**src/rtl/mem_port_arbiter.sv**
```systemverilog
// Arbitrates the single unified memory port between instruction fetch and the data stage.
// Data accesses win ties unless fetch has been passed over STARVE_LIMIT times in a row.
module mem_port_arbiter #(
    parameter int ADDR_WIDTH   = 32,
    parameter int DATA_WIDTH   = 32,
    parameter int STARVE_LIMIT = 4
) (
    input  logic                    clk,
    input  logic                    rst,
    input  logic                    if_req,
    input  logic [ADDR_WIDTH-1:0]   if_addr,
    output logic [DATA_WIDTH-1:0]   if_rdata,
    output logic                    if_ready,
    input  logic                    dm_read,
    input  logic                    dm_write,
    input  logic [ADDR_WIDTH-1:0]   dm_addr,
    input  logic [DATA_WIDTH-1:0]   dm_wdata,
    input  logic [DATA_WIDTH/8-1:0] dm_wstrb,
    output logic [DATA_WIDTH-1:0]   dm_rdata,
    output logic                    dm_ready,
    input  logic                    flush,
    output logic                    stall,
    output logic                    mem_req,
    output logic                    mem_we,
    output logic [ADDR_WIDTH-1:0]   mem_addr,
    output logic [DATA_WIDTH-1:0]   mem_wdata,
    output logic [DATA_WIDTH/8-1:0] mem_wstrb,
    input  logic [DATA_WIDTH-1:0]   mem_rdata,
    input  logic                    mem_ready
);

    localparam int         STRB_WIDTH = DATA_WIDTH / 8;
    localparam logic [3:0] LIMIT      = 4'(STARVE_LIMIT);

    typedef enum logic [1:0] {
        IDLE,
        BUSY,
        RESP
    } state_t;

    state_t     state;
    logic       owner_if;
    logic       drop;
    logic [3:0] streak;

    logic dm_any;
    logic if_ok;
    logic grant_if;

    // Fetch normally yields to data; a saturated streak forces one fetch through.
    assign dm_any   = dm_read | dm_write;
    assign if_ok    = if_req & ~flush;
    assign grant_if = if_ok & (~dm_any | (streak == LIMIT));

    assign stall = (if_req & ~if_ready & ~flush) | (dm_any & ~dm_ready);

    always_ff @(posedge clk or posedge rst) begin
        if (rst) begin
            state     <= IDLE;
            owner_if  <= 1'b0;
            drop      <= 1'b0;
            streak    <= 4'd0;
            mem_req   <= 1'b0;
            mem_we    <= 1'b0;
            mem_addr  <= '0;
            mem_wdata <= '0;
            mem_wstrb <= '0;
            if_ready  <= 1'b0;
            dm_ready  <= 1'b0;
            if_rdata  <= '0;
            dm_rdata  <= '0;
        end else begin
            case (state)
                IDLE: begin
                    if (dm_any | if_ok) begin
                        mem_req <= 1'b1;
                        drop    <= 1'b0;
                        state   <= BUSY;
                        if (grant_if) begin
                            owner_if  <= 1'b1;
                            mem_we    <= 1'b0;
                            mem_addr  <= if_addr;
                            mem_wdata <= '0;
                            mem_wstrb <= '0;
                            streak    <= 4'd0;
                        end else begin
                            owner_if  <= 1'b0;
                            mem_we    <= dm_write;
                            mem_addr  <= dm_addr;
                            mem_wdata <= dm_wdata;
                            mem_wstrb <= dm_write ? dm_wstrb : {STRB_WIDTH{1'b0}};
                            if (!if_req)
                                streak <= 4'd0;
                            else if (streak != LIMIT)
                                streak <= streak + 4'd1;
                        end
                    end
                end
                // A flush cannot cancel the memory transaction, only its completion pulse.
                BUSY: begin
                    if (owner_if && flush)
                        drop <= 1'b1;
                    if (mem_ready) begin
                        mem_req <= 1'b0;
                        state   <= RESP;
                        if (owner_if) begin
                            if_rdata <= mem_rdata;
                            if_ready <= ~(drop | flush);
                        end else begin
                            dm_ready <= 1'b1;
                            if (!mem_we)
                                dm_rdata <= mem_rdata;
                        end
                    end
                end
                RESP: begin
                    if_ready <= 1'b0;
                    dm_ready <= 1'b0;
                    drop     <= 1'b0;
                    state    <= IDLE;
                end
                default: state <= IDLE;
            endcase
        end
    end

endmodule

```
**config.mk**
```make
export PLATFORM = sky130hd
export DESIGN_NAME = mem_port_arbiter
export DESIGN_NICKNAME = d
export VERILOG_FILES = /design/src/rtl/mem_port_arbiter.sv
export SDC_FILE = /design/constraint.sdc
export NUM_CORES = 1
export LEC_CHECK = 0
export ABC_CLOCK_PERIOD_IN_PS = 9050
export BUFFER_PORTS_ARGS = -buffer_cell sky130_fd_sc_hd__buf_2
export CORE_MARGIN = 2
export CORE_UTILIZATION = 50
export CTS_CLUSTER_DIAMETER = 80
export DETAILED_ROUTE_END_ITERATION = 12
export GPL_ROUTABILITY_DRIVEN = 0
export GPL_TIMING_DRIVEN = 0
export PLACE_DENSITY = 0.82
export SETUP_SLACK_MARGIN = 0.1
export SYNTH_ARGS = -nofsm -noshare
export SYNTH_HDL_FRONTEND = slang
export SYNTH_SLANG_ARGS = --single-unit
```
**constraint.sdc**
```tcl
create_clock -name clk -period 9.05 [get_ports clk]
set_input_delay 1.3575 -clock clk [delete_from_list [all_inputs] [get_ports clk]]
set_output_delay 1.3575 -clock clk [all_outputs]
set_load 0.01 [all_outputs]
```
* Word-level counts from Yosys, hierarchy flattened *
Cells that the tools add are included.

word-level totals
  bits in registers = 144
  bits of input ports = 139
  logic and storage cells = 79

operators by class
  add/sub/neg operators = 1
  equality and inequality tests = 10
  multiplexer cells = 24
  bitwise gates (word level) = 17
  reductions and logical operators = 14

operator list
  operator                                                                 number
  32-bit 2-to-1 mux                                                        2
  4-bit 2-to-1 mux                                                         5
  3-bit AND reduction                                                      6
  1-bit 2-to-1 mux                                                         10
  2-bit inequality test, second input constant                             5
  1-bit NOT                                                                7
  1-bit case mux with 2 select lines                                       3
  1-bit bitwise AND                                                        5
  1-bit bitwise OR                                                         5
  4-bit by 1-bit adder with 4-bit output, second input constant            1
  4-bit by 3-bit equality test with 1-bit output, second input constant    1
  2-bit 2-to-1 mux                                                         2
  4-bit by 3-bit inequality test with 1-bit output, second input constant  1
  2-bit case mux with 2 select lines                                       1
  2-bit AND reduction                                                      2
  4-bit AND reduction                                                      1
  2-bit nonzero test                                                       2
  3-bit by 1-bit inequality test with 1-bit output, second input constant  1
  1-bit case mux with 3 select lines                                       1
  3-bit nonzero test                                                       1
  2-bit by 1-bit equality test with 1-bit output, second input constant    1
  2-bit equality test, second input constant                               1
  2-bit logical NOT                                                        1
  1-bit logical AND                                                        1

* Logic depth before layout (Yosys ltp) *
Gate-level depths: netlist of run 1.

  depth after elaboration = 6
  gate-level depth with buffers = 8

* Least setup slack after synthesis of run 1 *
No wires, ideal clock.

  kind = input -> output
  from = input port dm_write
  to = output port stall
  arrival time = 1.772 ns
  required time = 7.693 ns
  path slack = 5.920 ns
  stages = 2
  buffers on the path = 0
  cells stage by stage = nor2_1 o22ai_1

on the way
  longest elaborated chain between the ends = 3

ends and longest elaborated chain
  element            line  RTL
  start, declared    15    input logic dm_write,
  1-bit bitwise OR   51    assign dm_any = dm_read | dm_write;
  1-bit bitwise AND  55    assign stall = (if_req & ~if_ready & ~flush) | (dm_any & ~dm_ready);
  1-bit bitwise OR   55
  end, declared      22    output logic stall,

No other way between the ends.

* Worst setup path in the final report of run 1 *
Same ends and word-level chain as after synthesis.

==> reports/metrics.cfg, run 1 <==
[clock_network]
clk_pin_slew_ps=60
clkLatencyLatePin_ps=420
cts_setup_buffers=0
clock_sinks=144
cts_buffers=17
cts_tree=built
cts_resized=0
htreeDepth=4
cts_hold_buffers=0
cts_buffer_depth=2
root_buffer=clkbuf_16

[drt]
ant_nets=0
firstDrtPassIters=7
wire_per_inst_microns=16.9
routed_wl_mm=16.5
viasPerCell=5.17
drc=0
vias=5052
drt_iter0_drc=350

[timing]
tightest_slew_ps=603
drv_slew=0
finalHoldViolCount=0
rsz0062_at_grt=no
timing.final.setup_violations=0
fin_crit_ps=3460
post-route-period-util=0.383
fin_setup_tns_ps=0
fin_worst_skew_ps=7.84
fmax_ghz=0.289
slew_headroom=0.598

[synth]
syn_inst=526
postSynthAreaPerCell_sq_um=11.4
synth.yosys.seq_area_share=0.603
ys_warn_count=0
netlist_area_sq_um=5970
ys_ff_latch=144
synth_cell_types=37
syn_nets=667

[min_path]
hold_class=reg -> reg

[critical_path]
critPathLaunch=dm_write
ff2ff_path_depth=8
worstSetupPathType=in -> out
regToRegSetupSlack_ps=7140
worst_ep_required_time_ps=7690
reg2reg_to=mem_addr[8]
crit_end=stall
cp_max_fo=6
start_kind=primary input
arrival_ps=2110
cp-end-kind=primary output
rr_startpoint=streak[0]

[placed_design]
dp_hpwl_mm=12.5
port_buffers=275

[floorplan]
num_rows=39
core_area_sq_um=11500
num_io_pins=276
die_area_sq_um=12800
die_y_microns=113
start_util=0.519
chipWidth_microns=113

[grt]
antenna_found_initial=1
grt_pass1_vias=4995
track_usage=0.258
grt_pass1_wl_mm=25.5
overflow=0
grt_max_degree=79

[cells_and_area]
syn2layout_area_growth_pct=37.0
drive_gt1_frac=0.478
nets=962
fill_cells=805

[pwr]
finalPower_uw=2930
leakage_uw=0.00447
ir_drop_mv=0.218
p_per_area_nw_per_um2=358

[flow_run]
maxCapViolCount=0

[outcome]
status=finished clean

-- layer usage --
metal / track usage / vias up / part of all wire
li1: - / 2367 / -
met1: 0.291 / 2402 / 0.37
met2: 0.459 / 261 / 0.52
met3: 0.0862 / 22 / 0.086
met4: 0.0894 / 0 / 0.019
met5: 0 / - / 0
-- worst max-delay path, cell delays in order --
cell	delay [ps]
buf_2	110
nor2_1	330
o22ai_1	140
buf_2	170
-- where the power goes --
part,switching (uW),leakage [uW],internal (uW)
combinational,567,0.00243,517
sequential,169,0.00174,955
clock,261,0.000296,462
-- Yosys cell counts --
| cell type | n | area [sq um] |
|---|---|---|
| buf_1 | 2 | 7.51 |
| nand4b_1 | 1 | 8.76 |
| buf_12 | 3 | 60.1 |
| a21boi_1 | 1 | 7.51 |
| mux2i_1 | 1 | 10.0 |
| a21oi_1 | 67 | 335 |
| clkinv_2 | 1 | 5.00 |
| inv_1 | 9 | 33.8 |
| a22o_1 | 4 | 35.0 |
| a31oi_1 | 3 | 18.8 |
| o21a_1 | 1 | 7.51 |
| and3_1 | 1 | 6.26 |
| a21o_1 | 1 | 7.51 |
| o22ai_1 | 4 | 25.0 |
| a211oi_1 | 1 | 7.51 |
| xor2_1 | 1 | 8.76 |
| or3_1 | 1 | 6.26 |
| nand2_1 | 101 | 379 |
| nor2b_1 | 1 | 6.26 |
| o32ai_1 | 1 | 8.76 |
| nor3b_1 | 1 | 7.51 |
| and3b_1 | 1 | 8.76 |
| ha_1 | 2 | 25.0 |
| mux2_4 | 30 | 450 |
| dfrtp_1 | 144 | 3600 |
| nand2b_1 | 1 | 6.26 |
| nor3_1 | 2 | 10.0 |
| buf_2 | 20 | 100 |
| buf_6 | 2 | 22.5 |
| nand3_2 | 1 | 10.0 |
| o21ai_1 | 2 | 10.0 |
| mux2_2 | 34 | 383 |
| nor2_1 | 37 | 139 |
| o21ai_0 | 3 | 15.0 |
| clkbuf_1 | 6 | 22.5 |
| or2_2 | 1 | 6.26 |
| nand3_1 | 34 | 170 |
-- layout make-up --
type                            instances  area [sq um]  area share
Antenna cell                            2          5.00    0.000612
Tap cell                              143           179      0.0219
Clock inverter                          8           128      0.0156
Inverter                               10          43.8     0.00535
Timing Repair Buffer                  276          1400       0.172
Clock buffer                           23           488      0.0596
Sequential cell                       144          3600       0.440
Buffer                                 33           213      0.0260
Multi-Input combinational cell        339          2120       0.259
-- sequential cells by signal, summed over array words and instances (netlist names), 2 cells and up --
signal,flops
mem_addr,32
if_rdata,32
mem_wstrb,4
streak,4
dm_rdata,32
state,2
mem_wdata,32
-- stage by stage --
step	area, sq um	setup slack [ps]	util	cells	hold WS, ps
floorplan	5970	3830	-	526	503
global placement	7530	2500	0.654	944	447
detailed placement	7560	5590	0.657	945	450
CTS	8180	5570	0.710	976	463
global route	8180	5510	0.710	977	486
finish	8180	5590	0.711	978	460
-- cell usage in the layout (no fill, tap or decap), drive strengths merged, types with 2 or more instances in the layout --
cell type / synthesis / final
a22o: 4 / 4
dfrtp: 144 / 144
nand2: 101 / 101
nor3: 2 / 2
o22ai: 4 / 4
nor2: 37 / 37
buf: 27 / 303
mux2: 64 / 64
bufinv: 0 / 3
a21oi: 67 / 67
o21ai: 5 / 5
clkbuf: 6 / 29
ha: 2 / 2
inv: 9 / 10
clkinvlp: 0 / 2
nand3: 35 / 35
a31oi: 3 / 3
clkinv: 1 / 3
diode: 0 / 2
-- worst min path at each step --
stage / from / slack (ps) / end / depth (start not counted)
finish: mem_wdata[9] / 460 / mem_wdata[9] / 2
floorplan: streak[3] / 500 / streak[3] / 2
global placement: mem_wdata[12] / 450 / mem_wdata[12] / 2
detailed placement: mem_wdata[10] / 450 / mem_wdata[10] / 2
CTS: mem_wdata[10] / 460 / mem_wdata[10] / 2
global route: mem_wdata[10] / 490 / mem_wdata[10] / 2
-- logic make-up (layout without fill, tap and decap cells) --
family,count (synthesis),in the layout,synth area share
compound gates,88,88,0.0800
buf+inv,43,350,0.0421
xor+xnor,1,1,0.00147
mux,65,65,0.141
flops,144,144,0.603
fa+ha+maj,2,2,0.00419
other cells,0,2,0
simple gates,183,183,0.128
No activity file was read; power rests on OpenSTA's default activity.
==> inputs of run 2 (changes only) <==
--- a/config.mk
+++ b/config.mk
@@ -5,15 +5,15 @@
 export SDC_FILE = /design/constraint.sdc
 export NUM_CORES = 1
 export LEC_CHECK = 0
-export ABC_CLOCK_PERIOD_IN_PS = 9050
+export ABC_CLOCK_PERIOD_IN_PS = 2930
 export BUFFER_PORTS_ARGS = -buffer_cell sky130_fd_sc_hd__buf_2
 export CORE_MARGIN = 2
-export CORE_UTILIZATION = 50
+export CORE_UTILIZATION = 42
 export CTS_CLUSTER_DIAMETER = 80
 export DETAILED_ROUTE_END_ITERATION = 12
 export GPL_ROUTABILITY_DRIVEN = 0
 export GPL_TIMING_DRIVEN = 0
-export PLACE_DENSITY = 0.82
+export PLACE_DENSITY = 0.73
 export SETUP_SLACK_MARGIN = 0.1
 export SYNTH_ARGS = -nofsm -noshare
 export SYNTH_HDL_FRONTEND = slang
==> constraint.sdc (replaced) <==
create_clock -name clk -period 2.93 [get_ports clk]
set_input_delay 0.4395 -clock clk [delete_from_list [all_inputs] [get_ports clk]]
set_output_delay 0.4395 -clock clk [all_outputs]
set_load 0.01 [all_outputs]
==> run 2 against run 1 <==
Critical path depth increased by 3. Sequential share of layout area decreased by 0.26 points. Count of clock-buffer cells in the layout decreased by 5. Setup slack got worse by 4600 ps. Power increased to 3.0 times the previous value. Critical path type is now reg -> reg.
==> reports/metrics.cfg, run 2 (synthesis gave the netlist of run 1 again) <==
[outcome]
status=finished clean  ; unchanged

[grt]
grt_pass1_wl_mm=24.5  ; was 25.5 mm
antenna_found_initial=2  ; was 1
grt_max_degree=34  ; was 79
grt_pass1_vias=4819  ; was 4995
overflow=0  ; unchanged
track_usage=0.211  ; was 0.258

[floorplan]
start_util=0.430  ; was 0.519
core_area_sq_um=13900  ; was 11500 sq um
die_y_microns=123  ; was 113 microns
num_io_pins=276  ; unchanged
chipWidth_microns=123  ; was 113 microns
die_area_sq_um=15200  ; was 12800 sq um
num_rows=43  ; was 39

[placed_design]
port_buffers=275  ; unchanged
dp_slack_ps=983  ; was 5590 ps
placed_cell_area_sq_um=7660  ; was 7560 sq um
dp_hpwl_mm=12.3  ; was 12.5 mm

[cells_and_area]
seqCellArea_sq_um=3600  ; unchanged
final_cell_mix=buf_2, dfrtp_1, nand2_1  ; unchanged
drive_gt1_frac=0.481  ; was 0.478
diodes=0  ; was 2
final_area_sq_um=8230  ; was 8180 sq um
syn2layout_area_growth_pct=37.8  ; was 37.0%
fill_cells=1208  ; was 805
multiInputGateArea_sq_um=2120  ; unchanged
final_common_cell=buf_2  ; unchanged
nets=965  ; was 962

[timing]
fmax_ghz=0.528
tightest_slew_ps=580  ; was 603 ps
rsz0062_at_grt=no  ; unchanged
finalHoldViolCount=0  ; unchanged
drv_slew=0  ; unchanged
fin_crit_ps=1890
post-route-period-util=0.647
timing.final.setup_violations=0  ; unchanged
slew_headroom=0.612  ; was 0.598
worst_slack_ps=1040  ; was 5590 ps
fin_worst_skew_ps=6.61  ; was 7.84 ps

[drt]
viasPerCell=4.85  ; was 5.17
firstDrtPassIters=4  ; was 7
wire_per_inst_microns=15.6  ; was 16.9 microns
ant_nets=0  ; unchanged
drt_iter0_drc=185  ; was 350
routed_wl_mm=15.9  ; was 16.5 mm
vias=4935  ; was 5052
drc=0  ; unchanged

[critical_path]
crit_buf_inv=2  ; unchanged
cp_slowest_cell=dfrtp_1  ; was nor2_1
path_cells=inv_1 > ha_1 > and3b_1 > o21a_1 > clkbuf_1 > a21oi_1 > a21oi_1  ; was buf_2 > nor2_1 > o22ai_1 > buf_2
worstSetupPathDepth=7  ; was 4
arrival_ps=2230  ; was 2110 ps
path_common_cell=a21oi_1  ; was buf_2
crit_family=compound AO/OA/AOI/OAI gates  ; was simple AND/OR/NAND/NOR gates
cpPeakStageDelay_ps=390  ; was 330 ps
worstSetupPathType=reg -> reg  ; was in -> out
start_kind=register  ; was primary input
cp-end-kind=register  ; was primary output
ff2ff_path_depth=7  ; was 8
worst_ep_required_time_ps=3270  ; was 7690 ps
cp_max_fo=10  ; was 6

[clock_network]
clkLatencyLatePin_ps=410  ; was 420 ps
cts_resized=0  ; unchanged
root_buffer=clkbuf_16  ; unchanged
cts_tree=built  ; unchanged
cts_hold_buffers=0  ; unchanged
cts_buffer_depth=2  ; unchanged
cts_setup_buffers=0  ; unchanged
htreeDepth=4  ; unchanged
cts_buffers=17  ; unchanged
clock_sinks=144  ; unchanged
clk_pin_slew_ps=60  ; about the same

[min_path]
hold_class=in -> async  ; was reg -> reg

[pwr]
p_per_area_nw_per_um2=1070  ; was 358 nW/um^2
ir_drop_mv=0.558  ; was 0.218 mV
leakage_uw=0.00447  ; about the same

[flow_run]
maxCapViolCount=0  ; unchanged

-- run 2: layout make-up --
cell class / count / area share
Sequential cell: 144 / 0.438
Multi-Input combinational cell: 339 / 0.257
Clock buffer: 18 / 0.0521
Timing Repair Buffer: 279 / 0.177
Buffer: 33 / 0.0258
Inverter: 10 / 0.00517
Clock inverter: 14 / 0.0173
Tap cell: 180 / 0.0274
-- run 2: power breakdown --
| part | leakage, uW | internal (uW) | total, uW | switching, uW |
|---|---|---|---|---|
| combinational | 0.00245 | 1600 | 3300 | 1700 |
| clock | 0.000276 | 1250 | 2070 | 818 |
| sequential | 0.00174 | 2950 | 3450 | 498 |
| total | 0.00447 | 5800 | 8820 | 3020 |
-- run 2: metrics by stage --
step | total power [uW] | setup TNS [ps] | instances | util | hold WS [ps]
CTS | 8930 | 0 | 1017 | 0.593 | 85.7
detailed placement | 6820 | 0 | 985 | 0.552 | 450
global placement | 6720 | -36690 | 981 | 0.546 | 445
floorplan | 5360 | 0 | 526 | - | 503
finish | 8820 | 0 | 1017 | 0.593 | 91.9
global route | 9450 | 0 | 1017 | 0.593 | 121
-- run 2: per-layer routing --
layer | global-route usage | wire, microns | vias to the layer above
li1 | - | - | 2384
met1 | 0.240 | 6190 | 2320
met2 | 0.368 | 7920 | 201
met3 | 0.0775 | 1510 | 26
met4 | 0.0696 | 237 | 4
met5 | 0 | 27 | -
-- run 2: path summary, 6_finish.rpt --
path	from	slack, ps	to
hold reg to reg	mem_wdata[21]	460	mem_wdata[21]
min in group clk	dm_wdata[22]	240	mem_wdata[22]
max in group asynchronous	rst	1850	mem_wdata[15]
setup / recovery	streak[0]	1040	mem_addr[3]
hold / removal	rst	90	if_rdata[5]
setup reg to reg	streak[0]	1040	mem_addr[3]
==> inputs of run 3 (changes only) <==
--- a/config.mk
+++ b/config.mk
@@ -5,7 +5,7 @@
 export SDC_FILE = /design/constraint.sdc
 export NUM_CORES = 1
 export LEC_CHECK = 0
-export ABC_CLOCK_PERIOD_IN_PS = 2930
+export ABC_CLOCK_PERIOD_IN_PS = 1700
 export BUFFER_PORTS_ARGS = -buffer_cell sky130_fd_sc_hd__buf_2
 export CORE_MARGIN = 2
 export CORE_UTILIZATION = 42
==> constraint.sdc (replaced) <==
create_clock -name clk -period 1.7 [get_ports clk]
set_input_delay 0.255 -clock clk [delete_from_list [all_inputs] [get_ports clk]]
set_output_delay 0.255 -clock clk [all_outputs]
set_load 0.01 [all_outputs]
==> run 3 against run 2 <==
Final area rose by 10%. Largest cell class unchanged. First-iteration DRC count rose by 29%. Critical endpoint is now dm_rdata[7]. Fmax rose by 13%. Via count rose by 4.8%. Routed wire length rose by 13%. Hold slack got worse by 73 ps. Non-clock buffer count rose by 20. Largest power group is now combinational logic. Clock power rose by 86%.
==> reports/metrics.cfg, run 3 (synthesis gave the netlist of run 1 again) <==
[pwr]
finalPower_uw=16300  ; was 8820 uW
combPwrFrac=0.396  ; was 0.375
clock_power_share=0.235  ; about the same
p_per_area_nw_per_um2=1800  ; was 1070 nW/um^2
p_seq_frac=0.369  ; was 0.391
ir_drop_mv=0.780  ; was 0.558 mV
intPower_uw=10700  ; was 5800 uW
sw_frac_of_total=0.343  ; was 0.342
power_switching_uw=5600  ; was 3020 uW
leakage_uw=0.00476  ; was 0.00447 uW

[grt]
antenna_found_initial=1  ; was 2
grt_pass1_wl_mm=25.7  ; was 24.5 mm
grt_pass1_vias=4993  ; was 4819
grt_max_degree=40  ; was 34
track_usage=0.224  ; was 0.211
overflow=0  ; unchanged

[floorplan]
start_util=0.430  ; unchanged
num_rows=43  ; unchanged
num_io_pins=276  ; unchanged
die_area_sq_um=15200  ; unchanged
core_area_sq_um=13900  ; unchanged
die_y_microns=123  ; unchanged
chipWidth_microns=123  ; unchanged

[critical_path]
start_kind=register  ; unchanged
worstSetupPathType=reg -> reg  ; unchanged
critPathLaunch=state[1]  ; was streak[0]
ff2ff_path_depth=7  ; unchanged
reg2reg_to=dm_rdata[7]  ; was mem_addr[3]
arrival_ps=1970  ; was 2230 ps
regToRegSetupSlack_ps=20  ; was 1040 ps
rr_startpoint=state[1]  ; was streak[0]
worst_ep_required_time_ps=1990  ; was 3270 ps
cp_max_fo=10  ; unchanged
cp-end-kind=register  ; unchanged

[drt]
drt-met1-wl_mm=6.87  ; was 6.19 mm
viasPerCell=4.99  ; was 4.85
routed-wl-met2_mm=9.24  ; was 7.92 mm
routed-wl-met3_mm=1.39  ; was 1.51 mm
firstDrtPassIters=4  ; unchanged
wire_per_inst_microns=17.3  ; was 15.6 microns
drt_iter0_drc=239  ; was 185
routed_wl_mm=18.0  ; was 15.9 mm
drc=0  ; unchanged
ant_nets=0  ; unchanged
vias=5174  ; was 4935
top_layer=met4  ; was met5

[clock_network]
clock_sinks=144  ; unchanged
cts_hold_buffers=0  ; unchanged
clk_pin_slew_ps=60  ; about the same
root_buffer=clkbuf_16  ; unchanged
htreeDepth=4  ; unchanged
cts_tree=built  ; unchanged
clkLatencyLatePin_ps=420  ; was 410 ps
cts_buffers=17  ; unchanged
cts_buffer_depth=2  ; unchanged

[outcome]
status=finished clean  ; unchanged

[cells_and_area]
drive_gt1_frac=0.594  ; was 0.481
final_common_cell=buf_2  ; unchanged
syn2layout_area_growth_pct=51.6  ; was 37.8%
final_cell_mix=buf_2, dfrtp_1, nand2_1  ; unchanged
nets=985  ; was 965
final_core_util=0.653  ; was 0.593
layout.cells.non_filler=1036  ; was 1017

[timing]
timing.final.setup_violations=0  ; unchanged
drv_slew=0  ; unchanged
slew_headroom=0.406  ; was 0.612
post-route-period-util=0.986  ; was 0.647
fin_worst_skew_ps=8.33  ; was 6.61 ps
fmax_ghz=0.597  ; was 0.528 GHz
rsz0062_at_grt=yes  ; was no
tightest_slew_ps=888  ; was 580 ps
finalHoldViolCount=0  ; unchanged
fin_crit_ps=1680  ; was 1890 ps

[placed_design]
dp_cells=984  ; was 985
port_buffers=275  ; unchanged
dp_hpwl_mm=12.5  ; was 12.3 mm

[min_path]
hold_class=in -> async  ; unchanged

[flow_run]
maxCapViolCount=0  ; unchanged

==> run 3: changes by cell type in the layout (fill, tap and decap cells not counted), sizes merged <==
cell | previous run | this run
buf | 306 | 325
clkbuf | 24 | 28
diode | 0 | 1
clkinv | 9 | 3
bufinv | 2 | 3
==> run 3: how the worst max path moves through the flow <==
stage	end	slack (ps)	cells after the start
2_1_floorplan	dm_rdata[0]	-360	1
3_3_place_gp	if_rdata[11]	-1310	2
3_5_place_dp	mem_addr[11]	-200	7
4_1_cts	dm_rdata[7]	6	7
5_1_grt	dm_rdata[7]	-30	7
6_report	dm_rdata[7]	20	7
==> run 3: power groups by stage <==
stage          sequential, uW  clock [uW]  combinational (uW)
2_1_floorplan            6730           0                2500
3_3_place_gp             5950           0                5660
3_5_place_dp             6000           0                5800
4_1_cts                  5980        3910                6010
5_1_grt                  6200        4060                7030
6_report                 6010        3840                6450
==> run 3: layer usage <==
metal / GRT usage / vias up
li1: - / 2410
met1: 0.256 / 2496
met2: 0.388 / 233
met3: 0.0733 / 35
met4: 0.0874 / 0
met5: 0 / -
==> run 3: stage by stage <==
| step | setup slack [ps] | hold slack (ps) | instance area, sq um | setup TNS, ps |
|---|---|---|---|---|
| 2_1_floorplan | -360 | 348 | 5980 | -51850 |
| 3_3_place_gp | -1310 | 445 | 7580 | -193000 |
| 3_5_place_dp | -196 | 451 | 7640 | -7420 |
| 4_1_cts | 5.86 | 23.7 | 8500 | 0 |
| 5_1_grt | -27.5 | 47.1 | 9050 | -546 |
| 6_report | 23.9 | 19.1 | 9060 | 0 |
==> run 3: cell type report <==
type / instances / area [sq um]
Fill cell: 1111 / 4820
Buffer: 33 / 368
Inverter: 10 / 46.3
Multi-Input combinational cell: 339 / 2510
Clock inverter: 9 / 131
Antenna cell: 1 / 2.50
Timing Repair Buffer: 299 / 1680
Clock buffer: 21 / 480
Sequential cell: 144 / 3600
Tap cell: 180 / 225
==> run 3: timing repair <==
| item | CTS | global route |
|---|---|---|
| hold endpoints to repair | 0 | 0 |
| gates cloned | 3 | 2 |
| buffers inserted | 8 | 9 |
| resized for setup | 49 | 119 |
| endpoints found under the setup margin | 127 | 131 |
| pin swaps | 2 | 48 |
==> run 3: worst max-delay path: stages, from the launching register on <==
cell and delay [ps]:
dfrtp_1 370, buf_6 130, clkinv_4 50, nand3_4 70
or3_4 340, buf_8 150, buf_12 150, mux2_4 300
